File: src/rtl/uart_rx_fifo_pkg.sv
// Shared definitions for the UART receive buffer: default sizing and the
// layout of one buffered entry.
package uart_rx_fifo_pkg;

    // Default number of buffered entries (power of two, at least 2).
    localparam int DEPTH_DEFAULT  = 16;

    // Default width of the saturating dropped-byte counter.
    localparam int DROP_W_DEFAULT = 8;

    // Pointer width derived from the default depth.
    localparam int ADDR_W_DEFAULT = $clog2(DEPTH_DEFAULT);

    // One buffered byte together with its framing/parity error flag.
    typedef struct packed {
        logic       error;
        logic [7:0] data;
    } entry_t;

    // Storage width of one entry.
    localparam int ENTRY_W = $bits(entry_t);

endpackage : uart_rx_fifo_pkg

File: src/rtl/uart_fifo_ram.sv
// Register-array storage for the receive buffer: one synchronous write port
// and one asynchronous read port. Contents are deliberately not reset; the
// pointer/count logic in the top decides which words are meaningful.
module uart_fifo_ram
    import uart_rx_fifo_pkg::*;
#(
    parameter int DEPTH  = DEPTH_DEFAULT,
    parameter int ADDR_W = $clog2(DEPTH)
) (
    input  logic               clk,
    input  logic               wr_en,
    input  logic [ADDR_W-1:0]  wr_addr,
    input  logic [ENTRY_W-1:0] wr_data,
    input  logic [ADDR_W-1:0]  rd_addr,
    output logic [ENTRY_W-1:0] rd_data
);

    logic [ENTRY_W-1:0] mem [DEPTH];

    // Write the incoming entry on the rising edge when enabled.
    always_ff @(posedge clk) begin
        if (wr_en) begin
            mem[wr_addr] <= wr_data;
        end
    end

    // Combinational read of the addressed word (first-word-fall-through head).
    always_comb begin
        rd_data = mem[rd_addr];
    end

endmodule : uart_fifo_ram

File: src/rtl/uart_rx_fifo.sv
// Receive buffer placed directly after the UART receiver. Every byte strobe
// is captured with its error flag into a first-word-fall-through FIFO. The
// receiver cannot be stalled, so bytes arriving while the buffer is full are
// lost; that loss is recorded in a sticky overflow flag and a saturating
// drop counter. Errored bytes may optionally be discarded at the input.
//
// Output handshake: io_out_valid/io_out_bits_* present the head entry; an
// entry is consumed on a rising edge where io_out_valid and io_out_ready are
// both 1. While io_out_valid=1 and io_out_ready=0 the head entry is held
// stable. io_out_valid never depends on io_out_ready.
module uart_rx_fifo
    import uart_rx_fifo_pkg::*;
#(
    parameter int DEPTH  = DEPTH_DEFAULT,
    parameter int DROP_W = DROP_W_DEFAULT
) (
    input  logic                    clk,
    input  logic                    reset,
    input  logic                    io_in_valid,
    input  logic [7:0]              io_in_bits_data,
    input  logic                    io_in_bits_error,
    input  logic                    io_config_dropErrors,
    output logic                    io_out_valid,
    input  logic                    io_out_ready,
    output logic [7:0]              io_out_bits_data,
    output logic                    io_out_bits_error,
    output logic [$clog2(DEPTH):0]  io_count,
    output logic                    io_overflow,
    output logic [DROP_W-1:0]       io_dropCount,
    input  logic                    io_clearOverflow
);

    localparam int                ADDR_W   = $clog2(DEPTH);
    localparam logic [ADDR_W:0]   FULL_CNT = (ADDR_W + 1)'(DEPTH);
    localparam logic [ADDR_W:0]   CNT_ONE  = (ADDR_W + 1)'(1);
    localparam logic [ADDR_W-1:0] PTR_ONE  = ADDR_W'(1);
    localparam logic [DROP_W-1:0] DROP_ONE = DROP_W'(1);
    localparam logic [DROP_W-1:0] DROP_MAX = '1;

    logic [ADDR_W-1:0] wp;
    logic [ADDR_W-1:0] rp;
    logic [ADDR_W:0]   cnt;
    logic              overflow;
    logic [DROP_W-1:0] drop_cnt;

    logic              push_req;
    logic              pop;
    logic              full;
    logic              push_ok;
    logic              overrun;

    entry_t             wr_entry;
    entry_t             head;
    logic [ENTRY_W-1:0] rd_word;

    // Decide what happens this cycle: accepted push, pop and overrun.
    always_comb begin
        push_req = io_in_valid & ~(io_config_dropErrors & io_in_bits_error);
        pop      = io_out_valid & io_out_ready;
        full     = (cnt == FULL_CNT);
        // A full buffer still accepts a byte when the head leaves in the same cycle.
        push_ok  = push_req & (~full | pop);
        overrun  = push_req & full & ~pop;
        wr_entry.error = io_in_bits_error;
        wr_entry.data  = io_in_bits_data;
    end

    // Write pointer advances on every accepted push.
    always_ff @(posedge clk or negedge reset) begin
        if (!reset) begin
            wp <= '0;
        end else if (push_ok) begin
            wp <= wp + PTR_ONE;
        end
    end

    // Read pointer advances on every pop.
    always_ff @(posedge clk or negedge reset) begin
        if (!reset) begin
            rp <= '0;
        end else if (pop) begin
            rp <= rp + PTR_ONE;
        end
    end

    // Occupancy tracks accepted pushes minus pops.
    always_ff @(posedge clk or negedge reset) begin
        if (!reset) begin
            cnt <= '0;
        end else if (push_ok && !pop) begin
            cnt <= cnt + CNT_ONE;
        end else if (!push_ok && pop) begin
            cnt <= cnt - CNT_ONE;
        end
    end

    // Sticky overflow flag; a same-cycle overrun takes priority over a clear.
    always_ff @(posedge clk or negedge reset) begin
        if (!reset) begin
            overflow <= 1'b0;
        end else if (overrun) begin
            overflow <= 1'b1;
        end else if (io_clearOverflow) begin
            overflow <= 1'b0;
        end
    end

    // Saturating count of bytes lost to overrun; a clear coinciding with an
    // overrun restarts the count at one so the new loss is not hidden.
    always_ff @(posedge clk or negedge reset) begin
        if (!reset) begin
            drop_cnt <= '0;
        end else if (overrun) begin
            if (io_clearOverflow) begin
                drop_cnt <= DROP_ONE;
            end else if (drop_cnt != DROP_MAX) begin
                drop_cnt <= drop_cnt + DROP_ONE;
            end
        end else if (io_clearOverflow) begin
            drop_cnt <= '0;
        end
    end

    uart_fifo_ram #(
        .DEPTH  (DEPTH),
        .ADDR_W (ADDR_W)
    ) u_ram (
        .clk     (clk),
        .wr_en   (push_ok),
        .wr_addr (wp),
        .wr_data (wr_entry),
        .rd_addr (rp),
        .rd_data (rd_word)
    );

    // Present the head entry and status registers.
    always_comb begin
        head              = entry_t'(rd_word);
        io_out_valid      = (cnt != '0);
        io_out_bits_data  = head.data;
        io_out_bits_error = head.error;
        io_count          = cnt;
        io_overflow       = overflow;
        io_dropCount      = drop_cnt;
    end

endmodule : uart_rx_fifo

File: config.mk
export PLATFORM = sky130hd
export DESIGN_NAME = uart_rx_fifo
export DESIGN_NICKNAME = d
export VERILOG_FILES = /design/src/rtl/uart_rx_fifo_pkg.sv /design/src/rtl/uart_fifo_ram.sv /design/src/rtl/uart_rx_fifo.sv
export SDC_FILE = /design/constraint.sdc
export NUM_CORES = 1
export LEC_CHECK = 0
export ABC_CLOCK_PERIOD_IN_PS = 2500
export BUFFER_PORTS_ARGS = -buffer_cell sky130_fd_sc_hd__buf_2
export CORE_ASPECT_RATIO = 1.75
export CORE_UTILIZATION = 50
export DETAILED_ROUTE_END_ITERATION = 12
export PLACE_DENSITY = 0.7
export SKIP_LAST_GASP = 1
export SYNTH_ARGS = -nofsm -noshare
export SYNTH_HDL_FRONTEND = slang
export SYNTH_HIERARCHICAL = 1
export SYNTH_SLANG_ARGS = --single-unit
File: constraint.sdc
create_clock -name clk -period 2.5 [get_ports clk]
set_input_delay 0.625 -clock clk [delete_from_list [all_inputs] [get_ports clk]]
set_output_delay 0.625 -clock clk [all_outputs]
set_load 0.03 [all_outputs]
==> run summary, run 1 <==
CTS Sinks - 166
VDD IR max - 0.7760 mV
critical path class - register to output pin
sequential area share after synthesis - 0.7154
#FFs+latches synth - 166
Ys Warns - 6
R2R depth - 10
Total GRT Usage - 0.2083
Die W - 90.25 um
asr flop ratio synth - 0.1325
die area - 14120 um^2
met2 Usage GRT - 0.3828
DRT Pass-1 Iters - 5
WP depth - 7
most frequent CP cell - buf_4
Layout area overhead - 22.37%
vias in the first global route - 3964
reg-to-reg startpoint - io_count[3]$_DFFE_PN0P_
Pleak - 2.951 nW
layout cells sized above 1 - 0.3945
final WL - 14100 um
Clk pin slew, worst setup/hold paths - 0.07 ns
status - finished with violations
Fin. Hold Viols - 0
Post-Syn Nets - 387
Final Net Count - 484
fmax - 0.3550 GHz
GRT Max-Usage Layer - met2
Post-synth EDFFs - 144
fin worst setup slack - -0.3170 ns
CP max stage delay - 0.49 ns
CP bufs+invs - 4
io pins - 39
nature of the critical path startpoint - register
first-pass GRT wire length - 21200 um
minimum clock period - 2.817 ns
Top FF cell, synth - edfxtp_1
Pwr Density - 1165 nW/um^2
failing checks - setup timing
DP HPWL - 9108 um
max_slew headroom - 0.6367
Placed Cells - 597
M3 GR Usage - 0.04713
final setup vio count - 10
CP max FO - 13
delay-heaviest family, CP - buffers and inverters
Worst Setup SP - rp[0]$_DFFE_PN0P_
HP Class - input pin to asynchronous set/reset pin
Finished Layout Cells - 648
pin count of the biggest net entering global routing - 37
via/cell ratio - 5.796
CTS tree - built
die height - 156.4 um
core area - 13380 um^2
clk_skew - 0.007828 ns
CTS H-tree lvls - 4
worst-case clock buffer depth - 2
Synth Instances - 364
max-slew violation count - 0
Initial Utilization - 0.5092
total congestion overflow - 0
detailed-route DRC error count - 0
Crit. End Element - output pin
Slew @ Worst Pin - 0.5443 ns
Clock Latency Late Sink - 0.42 ns
CP arrival - 2.19 ns
antenna viol nets, final - 0
CTS Buf Count - 17
design area - 8338 um^2
PortBufs - 38
crit-path cells - buf_12, buf_4, buf_4, mux4_2, a22oi_1, nand2_1, buf_2
final period utilization - 1.127
diode count - 0
GP Congestion - 0.7915
met1 usage - 0.2216
CTS root buf - clkbuf_16
wire per inst - 21.76 um
Rows - 56
mapped cell area - 6814 um^2
Via Count - 3756
DRT iter0 DRCs - 275
# Max-Cap Violations - 0
synth unique cells - 52
initial antenna violation count - 0
unrepaired setup endpoints after global routing - true
post-synthesis area per instance - 18.72 um^2
post-placement cell area - 7456 um^2
WP data required - 1.88 ns
Slowest cell on crit path - mux4_2
[synthesized netlist by cell type, drive strengths merged (3+ instances only)]
master  number  area (um^2)
a21oi        6        30.03
a22oi       18        135.1
buf          8        75.07
clkbuf       5        32.53
dfrtp       22        550.5
edfxtp     144         4324
ha           7        87.58
inv          6        22.52
mux2         3        33.78
mux4        36        867.1
nand2       24        90.09
nand3        4        25.02
nand4        3        18.77
nor2        16        60.06
nor2b        3        18.77
nor3         9        45.04
o21ai        7        35.03
o31ai        3        22.52
or3          3        18.77
xnor2        7        61.31
[cell type report]
class	count	area, um^2
fill	951	5045
timing repair buffer	92	675.6
sequential	166	4878
tap	174	217.7
multi-input combinational	178	1906
inverter	6	27.53
clock buffer	17	425.4
clock inverter	15	207.7
[through the flow]
stage	utilization	setup WS [ns]	total power [mW]	hold slack, ns	TNS, ns
after global placement	0.5571	0.02581	6.501	0.5089	0
after CTS	0.6158	-0.3063	9.582	0.1779	-2.596
final	0.6230	-0.3170	9.716	0.1774	-2.224
after detailed placement	0.5571	-0.09921	6.581	0.5353	-1.218
after global routing	0.6230	-0.3571	10.10	0.1992	-3.046
after floorplan	-	-0.1221	5.705	0.3294	-0.1221
[power by group]
| part | leakage [nW] | switching, mW | internal (mW) |
|---|---|---|---|
| Sequential | 1.58 | 0.222 | 3.33 |
| Combinational | 1.07 | 1.89 | 1.61 |
| Clock | 0.307 | 1.21 | 1.46 |
| Total | 2.95 | 3.32 | 6.40 |
[cell usage in the layout (no fill, tap or decap), drive strengths merged, types with 4 or more instances in the layout]
master  count
buf        92
inv        13
o21ai       7
ha          7
xnor2       7
dfrtp      22
nand3       4
mux4       36
nand2      24
clkbuf     17
nor2       16
clkinv      7
a22oi      18
a21oi       6
nor3        9
edfxtp    144
[repair_timing]
action                     4_1_cts  5_1_grt
pin swaps                        3        9
setup endpoints to repair       10       11
hold buffers                     0        0
resized for setup               18       21
setup buffers                   13        7
[state kept, by name, indices dropped and copies added, names as in the netlist]
name and flops:
io_count 5, io_dropCount 8, io_overflow 1, rp 4, u_ram/mem 144, wp 4
[worst paths after layout]
kind,endpoint,slack (ns)
setup / recovery,io_out_bits_data[3],-0.32
hold / removal,io_count[3]$_DFFE_PN0P_,0.18
setup reg to reg,io_count[4]$_DFFE_PN0P_,-0.08
hold reg to reg,io_overflow$_DFFE_PN0P_,0.54
max in group asynchronous,io_count[1]$_DFFE_PN0P_,1.94
min in group clk,io_dropCount[1]$_DFFE_PN0P_,0.49
[cell families after synthesis]
family	share of synthesized area
xor gates and xnor gates	0.01157
AOI/OAI and AO/OA	0.04462
adders and majority gates	0.01579
and+or+nand+nor	0.05839
DFF	0.7154
muxes	0.1337
buffers and inverters	0.02056
[routing by layer]
layer	up-vias	part of all wire
met5	-	0
met4	0	0.035
met3	33	0.049
met2	144	0.56
met1	1904	0.36
li1	1675	-
(Power assumes the default switching activity.)
==> run 2, diff against run 1 <==
Settings changed: CELL_PAD_IN_SITES_DETAIL_PLACEMENT from default to 0, CELL_PAD_IN_SITES_GLOBAL_PLACEMENT from default to 1, CORE_UTILIZATION 50 to 47, PLACE_DENSITY 0.7 to default, PLACE_DENSITY_LB_ADDON from default to 0.1.
==> run 2 against run 1 <==
The flow still finishes with violations (setup timing); combinational power barely moved; die area increased by 6.3%; clock power down 3%; first-iteration DRC count is 25% lower; sequential power about the same; clock-buffer cell count rose by 1; highest routed layer unchanged.
==> run summary, run 2 (same netlist as run 1, synthesis figures left out) <==
met2 Usage GRT - 0.3686
minimum clock period - 2.788 ns
Pwr Total - 9.625 mW
Finished Layout Cells - 645
Crit. End Element - output pin
post-placement cell area - 7495 um^2
first-pass GRT wire length - 21800 um
HP Class - input pin to asynchronous set/reset pin
die area - 15000 um^2
total congestion overflow - 0
commonest non-fill, non-tap cell in the layout - edfxtp_1
Psw - 3.113 mW
CP max FO - 7
fin worst setup slack - -0.2885 ns
initial antenna violation count - 0
detailed-route DRC error count - 0
combinational group share of total power - 0.361
GP Congestion - 0.7817
number of flip-flops in the largest register - 144
final period utilization - 1.115
diode count - 0
Pleak - 2.918 nW
Total GRT Usage - 0.2038
Int Pwr - 6.512 mW
io pins - 39
Layout area overhead - 21.61%
M3 GR Usage - 0.03578
Final Net Count - 478
max_slew headroom - 0.6210
Final TNS setup - -2.332 ns
Pwr Density - 1161 nW/um^2
CP arrival - 2.16 ns
design area - 8287 um^2
worst-case clock buffer depth - 2
commonest cells after routing, fill and taps aside - edfxtp_1, buf_4, buf_2
Clk pin slew, worst setup/hold paths - 0.07 ns
DP HPWL - 9562 um
CTS Sinks - 166
final setup vio count - 10
antenna viol nets, final - 0
fmax - 0.3586 GHz
Seq. cell area - 4878 um^2
# Max-Cap Violations - 0
met1 usage - 0.2432
WP data required - 1.88 ns
Fin. Hold Viols - 0
core area - 14050 um^2
wire per inst - 21.81 um
Placed Cells - 603
unrepaired setup endpoints after global routing - true
pin count of the biggest net entering global routing - 31
multi-input logic area - 1902 um^2
clk_skew - 0.01118 ns
Clock power frac - 0.268
PortBufs - 38
Rows - 57
DRT iter0 DRCs - 205
Via Count - 3628
# fillers - 1060
Slew @ Worst Pin - 0.5678 ns
vias in the first global route - 3742
via/cell ratio - 5.625
CTS tree - built
pre-CTS setup slack - -0.02496 ns
Switching Fraction - 0.3234
Finished Core Util - 0.5898
status - finished with violations
CTS H-tree lvls - 4
nature of the critical path startpoint - register
cts hold-fix bufs - 0
max-slew violation count - 0
Initial Utilization - 0.4850
CTS Buf Count - 17
layout cells sized above 1 - 0.3782
CTS root buf - clkbuf_16
critical path class - register to output pin
GRT Max-Usage Layer - met2
Flop pwr share - 0.371
VDD IR max - 0.6054 mV
Die W - 93.02 um
die height - 161.3 um
Top reg by flops - u_ram/mem
DRT Pass-1 Iters - 4
final WL - 14070 um
failing checks - setup timing
WHS - 0.1932 ns
Clock Latency Late Sink - 0.42 ns
R2R depth - 10
[run 2: what timing repair did]
action / in CTS / in global routing
gates cloned: 0 / 1
buffers inserted: 2 / 7
setup endpoints to repair: 10 / 11
pin swaps: 1 / 9
resized for setup: 2 / 43
[run 2: metal layers]
layer	up-vias	routed length (um)
met5	-	0
met4	0	242
met3	15	325
met2	80	7864
met1	1871	5634
li1	1662	-
[run 2: layout make-up]
class,instances,area share
clock buffers,18,0.05179
clock inverters,14,0.01918
inverters,6,0.002718
multi-input cells,178,0.2295
flip-flops and latches,166,0.5887
well taps,177,0.02672
repair buffers,86,0.08138
[run 2: power groups by stage]
stage / logic, mW / registers [mW] / clock network, mW
after CTS: 3.08 / 3.55 / 2.63
after detailed placement: 3.04 / 3.61 / 0
after global placement: 3.01 / 3.59 / 0
after floorplan: 2.04 / 3.66 / 0
final: 3.47 / 3.57 / 2.58
after global routing: 3.71 / 3.60 / 2.76
[run 2: critical path: stages (launching register included)]
cell	delay (ns)
dfrtp_2	0.51
clkbuf_16	0.21
mux4_1	0.58
a22oi_2	0.21
nand2_2	0.09
buf_6	0.15
[run 2: worst paths after layout]
check                                             start                          end  slack (ns)
worst min register to register  io_overflow$_DFFE_PN0P_      io_overflow$_DFFE_PN0P_        0.53
min in group clk                       io_clearOverflow  io_dropCount[1]$_DFFE_PN0P_        0.52
max in group asynchronous                         reset            rp[0]$_DFFE_PN0P_        1.89
worst max register to register  io_count[1]$_DFFE_PN0P_      io_count[4]$_DFFE_PN0P_       -0.02
worst min-delay path                              reset      io_count[4]$_DFFE_PN0P_        0.19
worst max-delay path                  rp[0]$_DFFE_PN0P_          io_out_bits_data[2]       -0.29
